$ cat config.mk
export PLATFORM = sky130hd
export DESIGN_NAME = bus_dma_master
export DESIGN_NICKNAME = d
export VERILOG_FILES = /design/src/rtl/bus_pkg.sv /design/src/rtl/bus_dma_master.sv
export SDC_FILE = /design/constraint.sdc
export NUM_CORES = 1
export LEC_CHECK = 0
export CAP_MARGIN = 20
export CORE_UTILIZATION = 52
export CTS_CLUSTER_DIAMETER = 120
export DETAILED_ROUTE_END_ITERATION = 12
export GPL_TIMING_DRIVEN = 0
export HOLD_SLACK_MARGIN = 0.12
export PLACE_DENSITY_LB_ADDON = 0.12
export REMOVE_ABC_BUFFERS = 1
export SLEW_MARGIN = 20
export SYNTH_ARGS = -nofsm -noshare
export SYNTH_HDL_FRONTEND = slang
export SYNTH_SLANG_ARGS = --single-unit
$ cat constraint.sdc
create_clock -name clk -period 3.9 [get_ports clk]
set_input_delay 0.585 -clock clk [delete_from_list [all_inputs] [get_ports clk]]
set_output_delay 0.585 -clock clk [all_outputs]
set_load 0.02 [all_outputs]
$ cat src/rtl/bus_pkg.sv
// Shared definitions for the 8-bit-address / 32-bit-data single-master bus.
// Holds the default bus widths, the read/write encoding of M_wr and the
// DMA master state encoding.
package bus_pkg;

  localparam int BUS_ADDR_W = 8;
  localparam int BUS_DATA_W = 32;
  localparam int BUS_LEN_W  = 8;

  // M_wr encoding
  localparam logic BUS_RD = 1'b0;
  localparam logic BUS_WR = 1'b1;

  typedef enum logic [2:0] {
    ST_IDLE = 3'd0,
    ST_REQ  = 3'd1,
    ST_RD   = 3'd2,
    ST_CAP  = 3'd3,
    ST_WR   = 3'd4,
    ST_FIN  = 3'd5
  } dma_state_e;

endpackage

$ cat src/rtl/bus_dma_master.sv
// Block-copy bus master: reads one word at src, writes it to dst, repeated
// `length` times with ascending, wrapping addresses; 3 cycles per word at
// full grant, a grant-low cycle in RD or WR simply holds the bus cycle.
// Ports: clk/reset; start, src_addr, dst_addr, length (config, sampled on an
//   accepted start); busy, done (status); M_req, M_wr, M_addr, M_dout,
//   M_grant, M_din (bus master side).
// Optional: DMA_CHECKSUM_EN adds output `checksum`, the mod-2^DATA_W sum of
//   every word read during the last transfer.
// All outputs come straight from flops; nothing combinational reaches them
// from M_grant or M_din.
module bus_dma_master
  import bus_pkg::*;
#(
  parameter int ADDR_W = BUS_ADDR_W,
  parameter int DATA_W = BUS_DATA_W,
  parameter int LEN_W  = BUS_LEN_W
) (
  input  logic              clk,
  input  logic              reset,
  input  logic              start,
  input  logic [ADDR_W-1:0] src_addr,
  input  logic [ADDR_W-1:0] dst_addr,
  input  logic [LEN_W-1:0]  length,
  output logic              busy,
  output logic              done,
  output logic              M_req,
  output logic              M_wr,
  output logic [ADDR_W-1:0] M_addr,
  output logic [DATA_W-1:0] M_dout,
  input  logic              M_grant,
  input  logic [DATA_W-1:0] M_din
`ifdef DMA_CHECKSUM_EN
  ,
  output logic [DATA_W-1:0] checksum
`endif
);

  dma_state_e        state_q, state_d;
  logic [ADDR_W-1:0] src_q, src_d;
  logic [ADDR_W-1:0] dst_q, dst_d;
  logic [LEN_W-1:0]  rem_q, rem_d;
  logic [DATA_W-1:0] buf_q, buf_d;
  logic              busy_q, busy_d;
  logic              done_q, done_d;
  logic              req_q, req_d;
  logic              wr_q, wr_d;
  logic [ADDR_W-1:0] addr_q, addr_d;
`ifdef DMA_CHECKSUM_EN
  logic [DATA_W-1:0] ck_q, ck_d;
`endif

  // Outputs are computed for the *next* state so that they are already
  // valid during the cycle the state is entered.
  always_comb begin
    state_d = state_q;
    src_d   = src_q;
    dst_d   = dst_q;
    rem_d   = rem_q;
    buf_d   = buf_q;
    busy_d  = busy_q;
    done_d  = 1'b0;
    req_d   = req_q;
    wr_d    = wr_q;
    addr_d  = addr_q;
`ifdef DMA_CHECKSUM_EN
    ck_d    = ck_q;
`endif
    case (state_q)
      ST_IDLE: begin
        if (start) begin
`ifdef DMA_CHECKSUM_EN
          ck_d = '0;
`endif
          if (length != '0) begin
            src_d   = src_addr;
            dst_d   = dst_addr;
            rem_d   = length;
            busy_d  = 1'b1;
            req_d   = 1'b1;
            state_d = ST_REQ;
          end else begin
            // Empty copy: acknowledge without touching the bus.
            done_d = 1'b1;
          end
        end
      end
      ST_REQ: begin
        if (M_grant) begin
          state_d = ST_RD;
          addr_d  = src_q;
          wr_d    = BUS_RD;
        end
      end
      ST_RD: begin
        if (M_grant) begin
          state_d = ST_CAP;
        end
      end
      ST_CAP: begin
        // Read data belongs to the granted RD cycle; grant is irrelevant here.
        buf_d   = M_din;
`ifdef DMA_CHECKSUM_EN
        ck_d    = ck_q + M_din;
`endif
        state_d = ST_WR;
        addr_d  = dst_q;
        wr_d    = BUS_WR;
      end
      ST_WR: begin
        if (M_grant) begin
          src_d = src_q + ADDR_W'(1);
          dst_d = dst_q + ADDR_W'(1);
          rem_d = rem_q - LEN_W'(1);
          wr_d  = BUS_RD;
          if (rem_q == LEN_W'(1)) begin
            state_d = ST_FIN;
            req_d   = 1'b0;
            busy_d  = 1'b0;
            done_d  = 1'b1;
          end else begin
            state_d = ST_RD;
            addr_d  = src_q + ADDR_W'(1);
          end
        end
      end
      ST_FIN: begin
        state_d = ST_IDLE;
      end
      default: begin
        state_d = ST_IDLE;
        busy_d  = 1'b0;
        req_d   = 1'b0;
        wr_d    = BUS_RD;
      end
    endcase
  end

  always_ff @(posedge clk or posedge reset) begin
    if (reset) begin
      state_q <= ST_IDLE;
      src_q   <= '0;
      dst_q   <= '0;
      rem_q   <= '0;
      buf_q   <= '0;
      busy_q  <= 1'b0;
      done_q  <= 1'b0;
      req_q   <= 1'b0;
      wr_q    <= BUS_RD;
      addr_q  <= '0;
`ifdef DMA_CHECKSUM_EN
      ck_q    <= '0;
`endif
    end else begin
      state_q <= state_d;
      src_q   <= src_d;
      dst_q   <= dst_d;
      rem_q   <= rem_d;
      buf_q   <= buf_d;
      busy_q  <= busy_d;
      done_q  <= done_d;
      req_q   <= req_d;
      wr_q    <= wr_d;
      addr_q  <= addr_d;
`ifdef DMA_CHECKSUM_EN
      ck_q    <= ck_d;
`endif
    end
  end

  assign busy   = busy_q;
  assign done   = done_q;
  assign M_req  = req_q;
  assign M_wr   = wr_q;
  assign M_addr = addr_q;
  // The capture buffer is the write-data register.
  assign M_dout = buf_q;
`ifdef DMA_CHECKSUM_EN
  assign checksum = ck_q;
`endif

endmodule

==> results of run 1 <==
==> worst reg2reg max path, cell delays in order (launching register included) <==
cell and delay (ps):
dfrtp_2 820, nor3b_4 490, nand2_1 630, nand2_1 760, o21ai_0 160
==> placed cells by master, fill, tap and decap left out, drive strengths merged, types with 4 or more instances in the layout <==
master         count
nand2            107
clkdlybuf4s50    103
dfrtp             70
a21oi             25
a2bb2oi           17
o21ai             16
inv               15
nor2              11
nor3              11
nand3             10
o22ai             10
clkbuf             9
o211ai             8
nand4              6
a22oi              5
or3b               5
mux2i              5
nand2b             5
mux2               5
buf                5
clkinv             5
o22a               4
a31oi              4
ha                 4
==> per-layer routing <==
layer  GRT usage, %  vias to the layer above
met3           3.79                       15
met5              0                        -
met1           37.2                     1679
li1               -                     1686
met2           44.6                      201
met4           10.8                        0
==> power by group through the flow <==
| stage | registers [W] | clock network, W | logic (W) |
|---|---|---|---|
| after floorplan | 0.00166 | 0 | 0.00101 |
| after global placement | 0.00145 | 0 | 0.00198 |
| after detailed placement | 0.00147 | 0 | 0.00207 |
| after CTS | 0.00146 | 0.000644 | 0.00208 |
| after global routing | 0.00153 | 0.000672 | 0.00227 |
| final | 0.00148 | 0.000636 | 0.00208 |
==> path summary, 6_finish.rpt <==
check	from	to	slack, ps
max	length[2]	src_q[0]	570
min	M_dout[17]	M_dout[17]	480
max reg2reg	state_q[2]	rem_q[1]	890
min reg2reg	M_dout[17]	M_dout[17]	480
max in group asynchronous	reset	state_q[2]	2740
min in group asynchronous	reset	M_dout[15]	600
==> layout make-up <==
type                    instances  area [sq um]
clock inverters                 6          87.6
fillers                       495          1800
inverters                      16          62.6
flip-flops and latches         70          1750
repair buffers                108          1110
well taps                      96           120
clock buffers                   9           124
multi-input cells             306          1810
==> state kept, by name, summed over array words and instances, names as in the netlist <==
register / count
state_q: 3
done: 1
M_addr: 8
M_dout: 32
dst_q: 8
rem_q: 8
M_wr: 1
M_req: 1
src_q: 8
==> through the flow <==
step | area [sq um] | setup WS, ps | setup TNS [ps] | std cells | utilization, %
2_1_floorplan | 3620 | 508 | 0 | 392 | -
3_3_place_gp | 4770 | -1020 | -19680 | 591 | 69.4
3_5_place_dp | 4860 | 306 | 0 | 596 | 70.7
4_1_cts | 5070 | 596 | 0 | 611 | 73.8
5_1_grt | 5070 | 415 | 0 | 611 | 73.8
6_report | 5070 | 567 | 0 | 611 | 73.8
==> cells by family (layout without fill, tap and decap cells) <==
kind of cell	after synthesis	after routing	share of synthesized area, %
compound gates	111	111	20.4
simple gates	181	181	23.0
mux	10	10	3.33
buf+inv	48	139	5.23
fa+ha+maj	4	4	1.33
flops	70	70	46.7
==> results.toml, run 1 <==
[clocking]
cts_max_level = 3
cts_sinks = 70
cts_buffers = 9
cts_tree = "built"
worst_skew_pair.late_latency_ps = 330
path_clk_slew_ps = 80
cts_root_buf = "clkbuf_8"
cts_hold_buf = 0
cts_resized = 0
ctsLongestPathBuffers = 2
postCtsSetupBuffers = 0

[routing]
drt-met1-wl_um = 4450
first_pass_iters = 5
wl_met2_um = 4510
ant_nets = 0
drc = 0
finalWirelength_um = 9900
post_drt_via_cell_ratio = 5.86
vias = 3581
wl_per_cell_um = 16.2
drtIter0Drc = 247
wl_met3_um = 804
top_layer = "met4"

[setup_path]
crit_fanout = 23
worst-path-buf-inv = 1
path_delay_family = "simple AND/OR/NAND/NOR gates"
critical_path_class = "in -> reg"
max_stage_delay_ps = 880
setup.worst_path.start_class = "input pin"
crit_path_end_kind = "register"
slowest_stage = "o21ai_2"
crit_arrival_ps = 3570
cp.depth = 5
cp_cell_sequence = "clkdlybuf4s50_1 > or4_1 > o21ai_2 > nand2_1 > o211ai_1"
ff2ff_path_depth = 4
cp.required_ps = 4130

[power]
intPower_w = 0.00245
ir_drop_uv = 409
powerDensity_mw_per_mm2 = 827
p_clk_share_pct = 15.2
power_w = 0.00419
pwr-share-comb_pct = 49.6
sw_frac_of_total_pct = 41.5
p_seq_share_pct = 35.2
p_switching_w = 0.00174
p_leak_nw = 2.17

[global_routing]
grt_pass1_vias = 3421
grt-ovfl-total = 0
grt_pass1_wl_um = 16100
antenna_found_initial = 0
grt_max_degree = 44
gr-usage-all-layers_pct = 27.4

[timing]
rsz0062_at_grt = "false"
fin_crit_sh_pct = 85.5
period_needed_ps = 3330
hold_viol = 0
worstMarginPinSlew_ps = 1070
max_freq_mhz = 300
hold_slack_ps = 476
report.final.slew_viol_count = 0
finalSetupViolations = 0
maxSlewHeadroom_pct = 28.8
clock_skew_ps = 9.22

[synthesis]
synthDistinctLibCells = 58
async_reset_ff_share_pct = 100
synthesis.area_sq_mm = 0.00375
synth_warnings = 0
yosysMostFrequentCell = "nand2_1"
synthCells = 424
synth_top_area_share_pct = 46.7
synth_edf_count = 0
yosysTopAreaCell = "dfrtp_1"
synth_flop_cell = "dfrtp_1"
syn-mean-instance-area_sq_um = 8.86
synth-seq-cells = 70
synth.area.top_cells = "dfrtp_1, nand2_1, a2bb2oi_1"
synth_seq_area_share_pct = 46.7
ys_top_cells_by_count = "nand2_1, dfrtp_1, clkbuf_1, a21oi_1, a2bb2oi_1"

[cells_and_area]
antenna_cells = 0
nets = 575
area_growth_pct = 35.0
drive_above_1_share_pct = 7.77

[floorplan]
rows = 30
die_w_um = 87.0
io_pins = 104
die-height_um = 87.0
die_area_sq_mm = 0.00756
initial_core_util_pct = 54.7
core_sq_mm = 0.00687

[placement]
gp_congestion = 0.856
detailed_place_hpwl_um = 6700
port_buffers = 103

[worst_hold_path]
min_path_type = "reg -> reg"
hold-path-cell-count = 2

[job]
maxCapViolations = 0

[outcome]
outcome = "finished clean"
No activity file was read; power rests on OpenSTA's default activity.
==> inputs of run 2 (changes only) <==
--- a/config.mk
+++ b/config.mk
@@ -17,3 +17,4 @@
 export SYNTH_ARGS = -nofsm -noshare
 export SYNTH_HDL_FRONTEND = slang
 export SYNTH_SLANG_ARGS = --single-unit
+export TNS_END_PERCENT = 30
==> results of run 2 <==
Final layout, timing and power as in run 1 (identical DEF).
==> inputs of run 3 (changes only) <==
--- a/config.mk
+++ b/config.mk
@@ -6,7 +6,7 @@
 export NUM_CORES = 1
 export LEC_CHECK = 0
 export CAP_MARGIN = 20
-export CORE_UTILIZATION = 52
+export CORE_UTILIZATION = 48
 export CTS_CLUSTER_DIAMETER = 120
 export DETAILED_ROUTE_END_ITERATION = 12
 export GPL_TIMING_DRIVEN = 0
==> constraint.sdc (replaced) <==
create_clock -name clk -period 3.65 [get_ports clk]
set_input_delay 0.5475 -clock clk [delete_from_list [all_inputs] [get_ports clk]]
set_output_delay 0.5475 -clock clk [all_outputs]
set_load 0.02 [all_outputs]
==> results.toml, run 3 (synthesis gave the netlist of run 1 again) <==
[timing]
rsz0062_at_grt = "false"
hold_slack_ps = 458
worstMarginPinSlew_ps = 1010
clock_skew_ps = 12.9
fin_crit_sh_pct = 88.8
period_needed_ps = 3240
max_freq_mhz = 309
hold_viol = 0
finalSetupViolations = 0
report.final.slew_viol_count = 0
tns_ps = 0
maxSlewHeadroom_pct = 32.6

[clocking]
cts_buffers = 9
ctsLongestPathBuffers = 2
worst_skew_pair.late_latency_ps = 350
cts_tree = "built"
cts_root_buf = "clkbuf_8"
path_clk_slew_ps = 80
cts_hold_buf = 0
cts_max_level = 3
cts_sinks = 70

[placement]
gp_congestion = 0.797
port_buffers = 103
detailed_place_hpwl_um = 6450

[power]
p_leak_nw = 2.16
p_switching_w = 0.00185
intPower_w = 0.00257
powerDensity_mw_per_mm2 = 873
p_clk_share_pct = 14.9
p_seq_share_pct = 35.5
ir_drop_uv = 385
sw_frac_of_total_pct = 41.8
pwr-share-comb_pct = 49.6

[job]
maxCapViolations = 0

[setup_path]
crit_arrival_ps = 3460
reg2reg_from = "state_q[2]"
crit_path_end_kind = "register"
ff2ff_path_depth = 5
crit_fanout = 43
setup.worst_path.start_class = "register"
cp.required_ps = 3870
crit_start = "state_q[2]"
critical_path_class = "reg -> reg"
cp-endpoint = "rem_q[1]"
rr_endpoint = "rem_q[1]"
r2r_slack_ps = 410

[routing]
first_pass_iters = 5
ant_nets = 0
drtIter0Drc = 256
vias = 3494
drc = 0
finalWirelength_um = 9440
wl_per_cell_um = 15.4
post_drt_via_cell_ratio = 5.69

[cells_and_area]
nets = 574
largest_reg_flops = 32
multi_input_area_sq_mm = 0.00182
layout_commonest_cell = "nand2_1"
area_growth_pct = 34.9
num-fill-cells = 602
final_cell_mix = "nand2_1, clkdlybuf4s50_1, dfrtp_1"
antenna_cells = 0
layout.area.seq_sq_mm = 0.00175
drive_above_1_share_pct = 7.96

[outcome]
outcome = "finished clean"

[floorplan]
core_sq_mm = 0.00741
rows = 31
io_pins = 104
die_area_sq_mm = 0.00818
die_w_um = 90.4
initial_core_util_pct = 50.7
die-height_um = 90.4

[global_routing]
grt-ovfl-total = 0
antenna_found_initial = 0
grt_max_degree = 59
gr-usage-all-layers_pct = 23.8
grt_pass1_vias = 3124
grt_pass1_wl_um = 15700

[worst_hold_path]
min_path_type = "in -> async"
-- run 3: changes by cell type in the layout (fill, tap and decap cells not counted) --
cell	previous run	this run
clkbuf_8	9	10
buf_16	0	1
nand2_1	107	106
nand2_2	0	1
buf_8	3	2
clkinv_4	2	1
inv_6	0	1
bufinv_16	2	1
clkinv_2	2	0
clkinvlp_4	0	3
buf_12	1	0
-- run 3: power groups by stage --
| stage | clock [W] | combinational [W] | sequential, W |
|---|---|---|---|
| after CTS | 0.000668 | 0.00220 | 0.00156 |
| after detailed placement | 0 | 0.00220 | 0.00157 |
| after global placement | 0 | 0.00212 | 0.00155 |
| after global routing | 0.000699 | 0.00238 | 0.00163 |
| final | 0.000659 | 0.00220 | 0.00157 |
| after floorplan | 0 | 0.00108 | 0.00177 |
-- run 3: layout make-up --
type                    instances  share of cell area [%]
multi-input cells             306                    35.9
flip-flops and latches         70                    34.6
repair buffers                107                    21.7
clock buffers                  10                    2.72
well taps                      99                    2.45
clock inverters                 6                    1.38
inverters                      16                    1.24
-- run 3: per-stage QoR --
stage | std cells | utilization, % | setup slack, ps | area [sq um] | power (W)
2_1_floorplan | 392 | - | 258 | 3620 | 0.00285
3_3_place_gp | 594 | 64.4 | -1290 | 4770 | 0.00367
3_5_place_dp | 598 | 65.5 | -119 | 4850 | 0.00377
4_1_cts | 614 | 68.3 | 262 | 5060 | 0.00443
5_1_grt | 614 | 68.3 | 216 | 5060 | 0.00471
6_report | 614 | 68.3 | 411 | 5060 | 0.00442
-- run 3: worst min path at each step --
stage	depth (start not counted)	slack, ps	end
after global routing	2	470	M_dout[30]
after detailed placement	2	460	M_dout[29]
final	2	460	M_dout[28]
after CTS	2	460	M_dout[28]
after global placement	2	460	M_dout[20]
after floorplan	1	480	rem_q[6]
-- run 3: critical path: stages (launching register included) --
cell and delay, ps:
dfrtp_2 800, nor3b_4 790, buf_8 250, nand2_1 540, nand2_2 570, o21ai_0 150
-- run 3: per-layer routing --
layer	routed length, um	vias up	share of wire [%]	GRT usage [%]
li1	-	1688	-	-
met1	4530	1645	48	34.9
met2	4190	149	44	36.3
met3	606	12	6.4	3.62
met4	111	0	1.2	7.80
met5	0	-	0	0
-- run 3: timing repair --
action	CTS	global route
endpoints found under the hold margin	0	0
resized for setup	1	1
setup buffers	0	0
setup endpoints to repair	15	3
cloned	0	0
